<file path="config.mk">
export PLATFORM = sky130hd
export DESIGN_NAME = memory_port_arbiter
export DESIGN_NICKNAME = d
export VERILOG_FILES = /design/src/rtl/memory_arb_pkg.sv /design/src/rtl/memory_arb_picker.sv /design/src/rtl/memory_port_arbiter.sv
export SDC_FILE = /design/constraint.sdc
export NUM_CORES = 1
export LEC_CHECK = 0
export ABC_CLOCK_PERIOD_IN_PS = 6950
export CAP_MARGIN = 40
export CORE_MARGIN = 4
export CORE_UTILIZATION = 45
export DETAILED_ROUTE_END_ITERATION = 10
export PLACE_DENSITY_LB_ADDON = 0.3
export REMOVE_ABC_BUFFERS = 1
export SYNTH_ARGS = -nofsm -noshare
export SYNTH_HDL_FRONTEND = slang
export SYNTH_HIERARCHICAL = 1
export SYNTH_SLANG_ARGS = --single-unit
export TNS_END_PERCENT = 5
</file>
<file path="constraint.sdc">
create_clock -name clk -period 6.95 [get_ports clk]
set_input_delay 1.39 -clock clk [delete_from_list [all_inputs] [get_ports clk]]
set_output_delay 1.39 -clock clk [all_outputs]
set_load 0.005 [all_outputs]
</file>
<file path="src/rtl/memory_arb_pkg.sv">
// Shared types for the three-port memory arbiter: FSM states, requester
// indices and the one-hot requester vector type.
package memory_arb_pkg;

    typedef enum logic [1:0] {
        IDLE   = 2'd0,
        ACCESS = 2'd1,
        DONE   = 2'd2
    } arb_state_e;

    localparam int NUM_REQ = 3;
    localparam int REQ_IF  = 0;
    localparam int REQ_D   = 1;
    localparam int REQ_X   = 2;

    typedef logic [NUM_REQ-1:0] req_onehot_t;

endpackage

</file>
<file path="src/rtl/memory_arb_picker.sv">
// Combinational winner selection: starved requesters first, then fixed
// order X > D > IF inside the chosen pool.
module memory_arb_picker
    import memory_arb_pkg::*;
(
    input  logic [NUM_REQ-1:0] req_i,
    input  logic [NUM_REQ-1:0] starved_i,
    output logic [NUM_REQ-1:0] win_o
);

    logic [NUM_REQ-1:0] pool;

    always_comb begin
        pool = req_i & starved_i;
        if (pool == '0) begin
            pool = req_i;
        end
        win_o = '0;
        if (pool[REQ_X]) begin
            win_o[REQ_X] = 1'b1;
        end else if (pool[REQ_D]) begin
            win_o[REQ_D] = 1'b1;
        end else if (pool[REQ_IF]) begin
            win_o[REQ_IF] = 1'b1;
        end
    end

endmodule

</file>
<file path="src/rtl/memory_port_arbiter.sv">
// Three-port (IF / D / X) arbiter in front of a fixed-latency memory, with
// aging-based starvation guard and CPU stall. Optional misaligned-access
// trap enabled by MEMORY_ARB_ALIGN_CHECK_EN.
module memory_port_arbiter
    import memory_arb_pkg::*;
#(
    parameter int ADDR_BITS = 16,
    parameter int DATA_BITS = 16,
    parameter int LATENCY   = 1,
    parameter int MAX_WAIT  = 8
) (
    input  logic                 clk,
    input  logic                 rst,
    input  logic                 if_req,
    input  logic [ADDR_BITS-1:0] if_addr,
    output logic                 if_gnt,
    output logic                 if_rvalid,
    output logic [DATA_BITS-1:0] if_rdata,
    input  logic                 d_req,
    input  logic                 d_we,
    input  logic [ADDR_BITS-1:0] d_addr,
    input  logic [DATA_BITS-1:0] d_wdata,
    output logic                 d_gnt,
    output logic                 d_rvalid,
    output logic [DATA_BITS-1:0] d_rdata,
    input  logic                 x_req,
    input  logic                 x_we,
    input  logic [ADDR_BITS-1:0] x_addr,
    input  logic [DATA_BITS-1:0] x_wdata,
    output logic                 x_gnt,
    output logic                 x_rvalid,
    output logic [DATA_BITS-1:0] x_rdata,
    output logic                 mem_en,
    output logic                 mem_we,
    output logic [ADDR_BITS-2:0] mem_addr,
    output logic [DATA_BITS-1:0] mem_wdata,
    input  logic [DATA_BITS-1:0] mem_rdata,
    output logic                 stall,
    output logic                 err
);

    localparam int AW = $clog2(MAX_WAIT + 1);
    localparam int CW = (LATENCY > 1) ? $clog2(LATENCY) : 1;
    localparam logic [AW-1:0] AGE_MAX  = AW'(MAX_WAIT);
    localparam logic [CW-1:0] CNT_LAST = CW'(LATENCY - 1);

    arb_state_e           state_q, state_d;
    req_onehot_t          owner_q, owner_d;
    logic                 we_q, we_d;
    logic [ADDR_BITS-2:0] waddr_q, waddr_d;
    logic [DATA_BITS-1:0] wdata_q, wdata_d;
    logic [CW-1:0]        cnt_q, cnt_d;
    logic [AW-1:0]        age_q [NUM_REQ];
    logic [AW-1:0]        age_d [NUM_REQ];
    logic [DATA_BITS-1:0] rdata_q [NUM_REQ];
    logic [DATA_BITS-1:0] rdata_d [NUM_REQ];

    req_onehot_t          req_vec, starved_vec, win, gnt_vec;
    logic                 arb_en, sel_we;
    logic [ADDR_BITS-2:0] sel_waddr;
    logic [DATA_BITS-1:0] sel_wdata;

`ifdef MEMORY_ARB_ALIGN_CHECK_EN
    logic sel_odd, mis_q, mis_d;
`else
    logic addr_lsb_unused;
    assign addr_lsb_unused = ^{if_addr[0], d_addr[0], x_addr[0]};
`endif

    assign req_vec = {x_req, d_req, if_req};
    assign arb_en  = !rst && (state_q == IDLE || state_q == DONE);
    assign gnt_vec = arb_en ? win : '0;

    always_comb begin
        for (int i = 0; i < NUM_REQ; i++) begin
            starved_vec[i] = (age_q[i] == AGE_MAX);
        end
    end

    memory_arb_picker u_picker (
        .req_i     (req_vec),
        .starved_i (starved_vec),
        .win_o     (win)
    );

    always_comb begin
        sel_we    = 1'b0;
        sel_waddr = if_addr[ADDR_BITS-1:1];
        sel_wdata = '0;
`ifdef MEMORY_ARB_ALIGN_CHECK_EN
        sel_odd   = if_addr[0];
`endif
        if (win[REQ_X]) begin
            sel_we    = x_we;
            sel_waddr = x_addr[ADDR_BITS-1:1];
            sel_wdata = x_wdata;
`ifdef MEMORY_ARB_ALIGN_CHECK_EN
            sel_odd   = x_addr[0];
`endif
        end else if (win[REQ_D]) begin
            sel_we    = d_we;
            sel_waddr = d_addr[ADDR_BITS-1:1];
            sel_wdata = d_wdata;
`ifdef MEMORY_ARB_ALIGN_CHECK_EN
            sel_odd   = d_addr[0];
`endif
        end
    end

    // Age counts every waiting cycle, including while another port owns memory.
    always_comb begin
        for (int i = 0; i < NUM_REQ; i++) begin
            age_d[i] = age_q[i];
            if (!req_vec[i] || gnt_vec[i]) begin
                age_d[i] = '0;
            end else if (age_q[i] != AGE_MAX) begin
                age_d[i] = age_q[i] + 1'b1;
            end
        end
    end

    always_comb begin
        state_d = state_q;
        owner_d = owner_q;
        we_d    = we_q;
        waddr_d = waddr_q;
        wdata_d = wdata_q;
        cnt_d   = cnt_q;
        for (int i = 0; i < NUM_REQ; i++) begin
            rdata_d[i] = rdata_q[i];
        end
`ifdef MEMORY_ARB_ALIGN_CHECK_EN
        mis_d = mis_q;
`endif
        case (state_q)
            IDLE, DONE: begin
                if (win != '0) begin
                    owner_d = win;
                    we_d    = sel_we;
                    waddr_d = sel_waddr;
                    wdata_d = sel_wdata;
                    cnt_d   = '0;
                    state_d = ACCESS;
`ifdef MEMORY_ARB_ALIGN_CHECK_EN
                    mis_d = sel_odd;
                    if (sel_odd) begin
                        state_d = DONE;
                    end
`endif
                end else begin
                    owner_d = '0;
                    state_d = IDLE;
                end
            end
            ACCESS: begin
                if (cnt_q == CNT_LAST) begin
                    state_d = DONE;
                    for (int i = 0; i < NUM_REQ; i++) begin
                        if (owner_q[i] && !we_q) begin
                            rdata_d[i] = mem_rdata;
                        end
                    end
                end else begin
                    cnt_d = cnt_q + 1'b1;
                end
            end
            default: state_d = IDLE;
        endcase
    end

    always_ff @(posedge clk) begin
        if (rst) begin
            state_q <= IDLE;
            owner_q <= '0;
            we_q    <= 1'b0;
            waddr_q <= '0;
            wdata_q <= '0;
            cnt_q   <= '0;
            for (int i = 0; i < NUM_REQ; i++) begin
                age_q[i]   <= '0;
                rdata_q[i] <= '0;
            end
`ifdef MEMORY_ARB_ALIGN_CHECK_EN
            mis_q <= 1'b0;
`endif
        end else begin
            state_q <= state_d;
            owner_q <= owner_d;
            we_q    <= we_d;
            waddr_q <= waddr_d;
            wdata_q <= wdata_d;
            cnt_q   <= cnt_d;
            for (int i = 0; i < NUM_REQ; i++) begin
                age_q[i]   <= age_d[i];
                rdata_q[i] <= rdata_d[i];
            end
`ifdef MEMORY_ARB_ALIGN_CHECK_EN
            mis_q <= mis_d;
`endif
        end
    end

    assign if_gnt    = gnt_vec[REQ_IF];
    assign d_gnt     = gnt_vec[REQ_D];
    assign x_gnt     = gnt_vec[REQ_X];
    assign if_rvalid = !rst && state_q == DONE && owner_q[REQ_IF];
    assign d_rvalid  = !rst && state_q == DONE && owner_q[REQ_D];
    assign x_rvalid  = !rst && state_q == DONE && owner_q[REQ_X];
    assign if_rdata  = rdata_q[REQ_IF];
    assign d_rdata   = rdata_q[REQ_D];
    assign x_rdata   = rdata_q[REQ_X];

    // Write strobe only on the first ACCESS cycle; address/data held throughout.
    assign mem_en    = !rst && state_q == ACCESS;
    assign mem_we    = mem_en && we_q && (cnt_q == '0);
    assign mem_addr  = waddr_q;
    assign mem_wdata = wdata_q;

    assign stall = !rst && (if_req || d_req ||
                   (state_q == ACCESS && (owner_q[REQ_IF] || owner_q[REQ_D])));

`ifdef MEMORY_ARB_ALIGN_CHECK_EN
    assign err = !rst && state_q == DONE && mis_q;
`else
    assign err = 1'b0;
`endif

endmodule
</file>
Word level (Yosys, flattened, before mapping):

Memory sizes are Yosys's and may differ from the RTL's.
Index checks and enable logic that the tools add are counted.
Widths: inputs -> output; s select.

* register bits: 38
* memories kept: 2
* latch bits: 0
* input port bits: 103
* output and inout port bits: 89
* ROM bits: 0
* memory bits (writable): 60
* word-level logic and storage cells: 102

* mux-type cells: 40
* multiply operators: 0
* shift operators: 0
* add/sub/neg operators: 4
* bitwise operators: 8
* magnitude comparators: 0
* reduce and logical (&&, ||, !) cells: 32
* div/mod/pow operators: 0
* equality and inequality tests: 10

Memory list
* rdata_q: depth 3, bits a word 16, read ports 3, clocked after memory_dff 0, wr ports 3, RTL line memory_port_arbiter.sv:55 `logic [DATA_BITS-1:0] rdata_q [NUM_REQ];`
* age_q: depth 3, bits a word 4, read ports 3, clocked after memory_dff 0, wr ports 3, RTL line memory_port_arbiter.sv:53 `logic [AW-1:0] age_q [NUM_REQ];`

Operators with widths (count)
* $mux 16: 8
* $mux 48: 2
* $mux 4: 9
* $mux 15: 2
* $logic_and 1x1->1: 13
* $add 4x1->4 const B: 3
* $eq 4x4->1 const B: 3
* $mux 1: 12
* $ne 4x4->1 const B: 3
* $mux 3: 3
* $logic_or 1x1->1: 7
* $or 1x1->1: 6
* $logic_not 1->1: 5
* $mux 2: 2
* $ne 2x2->1 const B: 2
* $pmux 2 s2: 1
* $reduce_and 2->1: 2
* $and 3x3->3: 1
* $logic_not 3->1: 1
* $reduce_bool 3->1: 1
* $eq 2x1->1 const B: 1
* $eq 2x2->1 const B: 1
* $logic_not 2->1: 1
* $pmux 1 s2: 1
* 4 further kinds: 4

Logic depth before layout (Yosys ltp):

An unclocked memory read counts as a cell.

* word-level depth: 12
* depth in mapped cells: 12
* gate-level depth less buffers: 9

Hierarchy:

The synthesis kept the hierarchy.

By module, submodules not included
* memory_port_arbiter: sequential area each 1941.9 µm², cells each 481, times used 1, area each 4096.4 µm²
* memory_arb_picker: sequential area each 0.0 µm², cells each 9, times used 1, area each 66.3 µm²

Least setup slack after synthesis:

No wires, ideal clock.

* kind: in2out
* from: in rst
* to: out if_gnt
* slack: 3.263 ns
* arrival: 2.297 ns
* data required time: 5.560 ns
* buffers on the path: 3
* cell stages on the path: 4
* cell sequence: clkbuf_1 clkbuf_1 clkbuf_1 nor2_1

* longest elaborated chain between the ends: 3

Ends and longest elaborated chain
* from (decl): RTL line memory_port_arbiter.sv:13 `input logic rst,`
* $logic_not 1->1: RTL line memory_port_arbiter.sv:71 `assign arb_en = !rst && (state_q == IDLE || state_q == DONE);`
* $logic_and 1x1->1: RTL line memory_port_arbiter.sv:71
* $mux 3: RTL line memory_port_arbiter.sv:72 `assign gnt_vec = arb_en ? win : '0;`
* to (decl): RTL line memory_port_arbiter.sv:16 `output logic if_gnt,`

No other way between the ends.

Final worst setup path:

* from: in x_req
* to: out d_gnt

* longest elaborated chain between the ends: 6

Ends and longest elaborated chain
* from (decl): RTL line memory_port_arbiter.sv:26 `input logic x_req,`
* $and 3x3->3: RTL line memory_arb_picker.sv:14 `pool = req_i & starved_i;`
* $logic_not 3->1: RTL line memory_arb_picker.sv:15 `if (pool == '0) begin`
* $mux 3 (*): RTL line memory_arb_picker.sv:15
* $mux 1: RTL line memory_arb_picker.sv:21 `end else if (pool[REQ_D]) begin`
* $mux 2 (*): RTL line memory_arb_picker.sv:19 `if (pool[REQ_X]) begin`
* via win[1]: RTL line memory_port_arbiter.sv:58 `req_onehot_t req_vec, starved_vec, win, gnt_vec;`
* $mux 3 (*): RTL line memory_port_arbiter.sv:72
* to (decl): RTL line memory_port_arbiter.sv:23 `output logic d_gnt,`

Mark *: on every way through the listed nets, which the timed path passes. The rest lies on a longest branch.

==> impl_metrics.json <==
{
  "cts_repair_resize_count": 0,
  "cp_cell_sequence": "clkdlybuf4s50_1 > a21boi_0 > o21a_1 > buf_4 > and2_1 > clkdlybuf4s50_1",
  "leakage_nw": 2.199,
  "hold_viol_final": 0,
  "syn_inst": 490,
  "start_util_pct": 47.04,
  "ff2ff_setup_slack_ns": 3.99,
  "ys.flop_type": "dfxtp_1",
  "grt_max_degree": 51,
  "ir_worst_vdd_uv": 99.82,
  "drive_gt1_share_pct": 4.726,
  "cp_top_family": "buffers and inverters",
  "cts_sinks": 97,
  "synth-seq-cells": 97,
  "powerDensity_mw_per_mm2": 184.0,
  "syn_area_mm2": 0.004163,
  "slew_violations": 0,
  "synth_most_common_cell": "nand2_1",
  "cts_tree": "done",
  "rows": 34,
  "place_hpwl_um": 8958,
  "yosysSeqAreaShare_pct": 46.65,
  "routedWlPerCell_um": 15.71,
  "worst-setup-path-type": "input port to primary output",
  "overflow": 0,
  "slew-limit-headroom_pct": 35.18,
  "rsz0062_at_grt": "false",
  "synth_warnings": 6,
  "synth_cell_types": 37,
  "worst-path-buf-inv": 3,
  "core_area_mm2": 0.008848,
  "drtAntennaViolNets": 0,
  "synth_area_leaders": "dfxtp_1 47%, nand2_1 10%, a21oi_1 8.5%, mux2i_1 4.3%, a311oi_1 3.6%",
  "port_buffers": 187,
  "setup_viol": 0,
  "dieHeight_um": 104.2,
  "fin_skew_ns": 0.01046,
  "yosys.area.top_type_share_pct": 46.65,
  "hold_path.class": "flop to flop",
  "routed_via_density": 5.363,
  "drt_iter0_markers": 121,
  "end_kind": "primary output",
  "stdcell_area_mm2": 0.006257,
  "placed_area_mm2": 0.006071,
  "clockBufferDepth": 2,
  "grt_pass1_vias": 4032,
  "htree_levels": 3,
  "grt_usage_pct": 21.35,
  "tns_ns": 0,
  "period_needed_ns": 4.574,
  "finalCritPeriodShare_pct": 65.81,
  "multi_input_area_mm2": 0.002002,
  "clk_latency_ns": 0.36,
  "routabilityCongestion": 0.7846,
  "n_antenna_cell": 0,
  "syn_avg_cell_area_um2": 8.495,
  "start_kind": "input port",
  "critPathArrivalTime_ns": 3.18,
  "fillCellCount": 735,
  "drc": 0,
  "crit_fanout": 20,
  "worst-endpoint-required_ns": 5.56,
  "die_area_mm2": 0.01085,
  "cts_made_buffers": 9,
  "dr.pass1.iters": 4,
  "status": "completed",
  "max_freq_mhz": 218.6,
  "die_x_um": 104.2,
  "area_growth_pct": 50.32,
  "critPathSlowestCell": "clkdlybuf4s50_1",
  "seqCellArea_mm2": 0.001942,
  "synth_edf_count": 0,
  "hold_buffers": 0,
  "slowest_delay_ns": 0.49,
  "cts-root-buf": "clkbuf_8",
  "path_common_cell": "clkdlybuf4s50_1",
  "synthArstFlopShare_pct": 0,
  "io-pin-count": 192,
  "dr_total_vias": 4097,
  "postCtsSetupRepairBufs": 0,
  "antenna_found_initial": 0,
  "worst_slew_pin_slew_ns": 0.9708,
  "clk_pin_slew_ns": 0.11,
  "synth_common_cells": "115 x nand2_1, 97 x dfxtp_1, 71 x a21oi_1, 19 x buf_2",
  "yosys.area.top_type": "dfxtp_1",
  "cap_violations": 0,
  "nets": 760,
  "grt_pass1_wl_um": 19210,
  "routed_wl_um": 12000
}
logic make-up after synthesis:
logic type / after synthesis / share of synthesized area, %
mux: 18 / 4.328
buf+inv: 54 / 5.981
fa+ha+maj: 6 / 1.803
other cells: 1 / 0.09008
compound gates: 141 / 21.61
simple gates: 165 / 17.85
xor+xnor: 8 / 1.683
flops: 97 / 46.65
registers in the layout (all words and copies together), names as in the netlist:
register / cells
owner_q: 3
mem_addr: 15
we_q: 1
mem_wdata: 16
age_q: 12
state_q: 2
rdata_q: 48
worst paths after layout:
kind | from | to | cells after the start
worst min-delay path | rdata_q[0][29] | rdata_q[0][29] | 2
worst min register to register | rdata_q[0][29] | rdata_q[0][29] | 2
worst max register to register | age_q[0][0] | mem_wdata[1] | 11
worst max-delay path | x_req | d_gnt | 6
worst reg2reg max path: stages (launching register included):
cell and delay (ns):
dfxtp_1 0.40, inv_1 0.06, ha_1 0.22, nand3b_1 0.18, inv_1 0.12, a22oi_1 0.18, o21a_1 0.15, buf_4 0.40
or3_1 0.59, buf_8 0.25, a21oi_1 0.09, a311oi_1 0.25
power by group:
part | switching [W] | internal, W
registers | 0.0000187 | 0.000580
clock network | 0.000209 | 0.000138
logic | 0.0000807 | 0.000125
stage by stage:
step | total power [W] | worst slack (ns) | std cells | hold slack [ns] | utilization, %
after floorplan | 0.0006769 | 2.839 | 445 | 0.4466 | -
after global placement | 0.0008070 | 2.398 | 743 | 0.4415 | 67.83
after detailed placement | 0.0008184 | 2.377 | 748 | 0.4476 | 68.61
after CTS | 0.001161 | 2.369 | 764 | 0.4616 | 70.72
after global routing | 0.001200 | 2.245 | 764 | 0.4813 | 70.72
final | 0.001151 | 2.376 | 764 | 0.4619 | 70.72
cell type report:
cell class / count / area share, %
clock buffers: 9 / 1.980
clock inverters: 7 / 0.9998
inverters: 9 / 0.5399
multi-input cells: 339 / 31.99
flip-flops and latches: 97 / 31.03
well taps: 108 / 2.160
repair buffers: 195 / 31.29
routing by layer:
| metal | global-route usage, % | vias to the layer above | routed length [µm] |
|---|---|---|---|
| met4 | 8.357 | 0 | 255 |
| met1 | 23.80 | 1894 | 4866 |
| li1 | - | 2012 | - |
| met5 | 0 | - | 0 |
| met3 | 6.580 | 20 | 995 |
| met2 | 37.88 | 171 | 5884 |
cells in the final DEF (no fill, tap or decap), types with 2 or more instances in the layout:
cell type,count
clkdlybuf4s50_1,186
nand2_1,115
dfxtp_1,97
a21oi_1,71
a22oi_1,18
mux2i_1,18
a311oi_1,17
o21ai_0,15
a22o_1,15
nor2_1,14
inv_1,9
clkbuf_8,9
nand2b_1,6
ha_1,6
nand3b_1,5
nor3_1,5
xnor2_1,5
buf_4,5
and3_1,3
nand4bb_1,3
nand3_1,3
xor2_1,3
inv_6,3
and3b_1,2
and2_1,2
or3_1,2
nor4bb_4,2
clkinv_4,2
o21a_1,2
(Power assumes the default switching activity.)
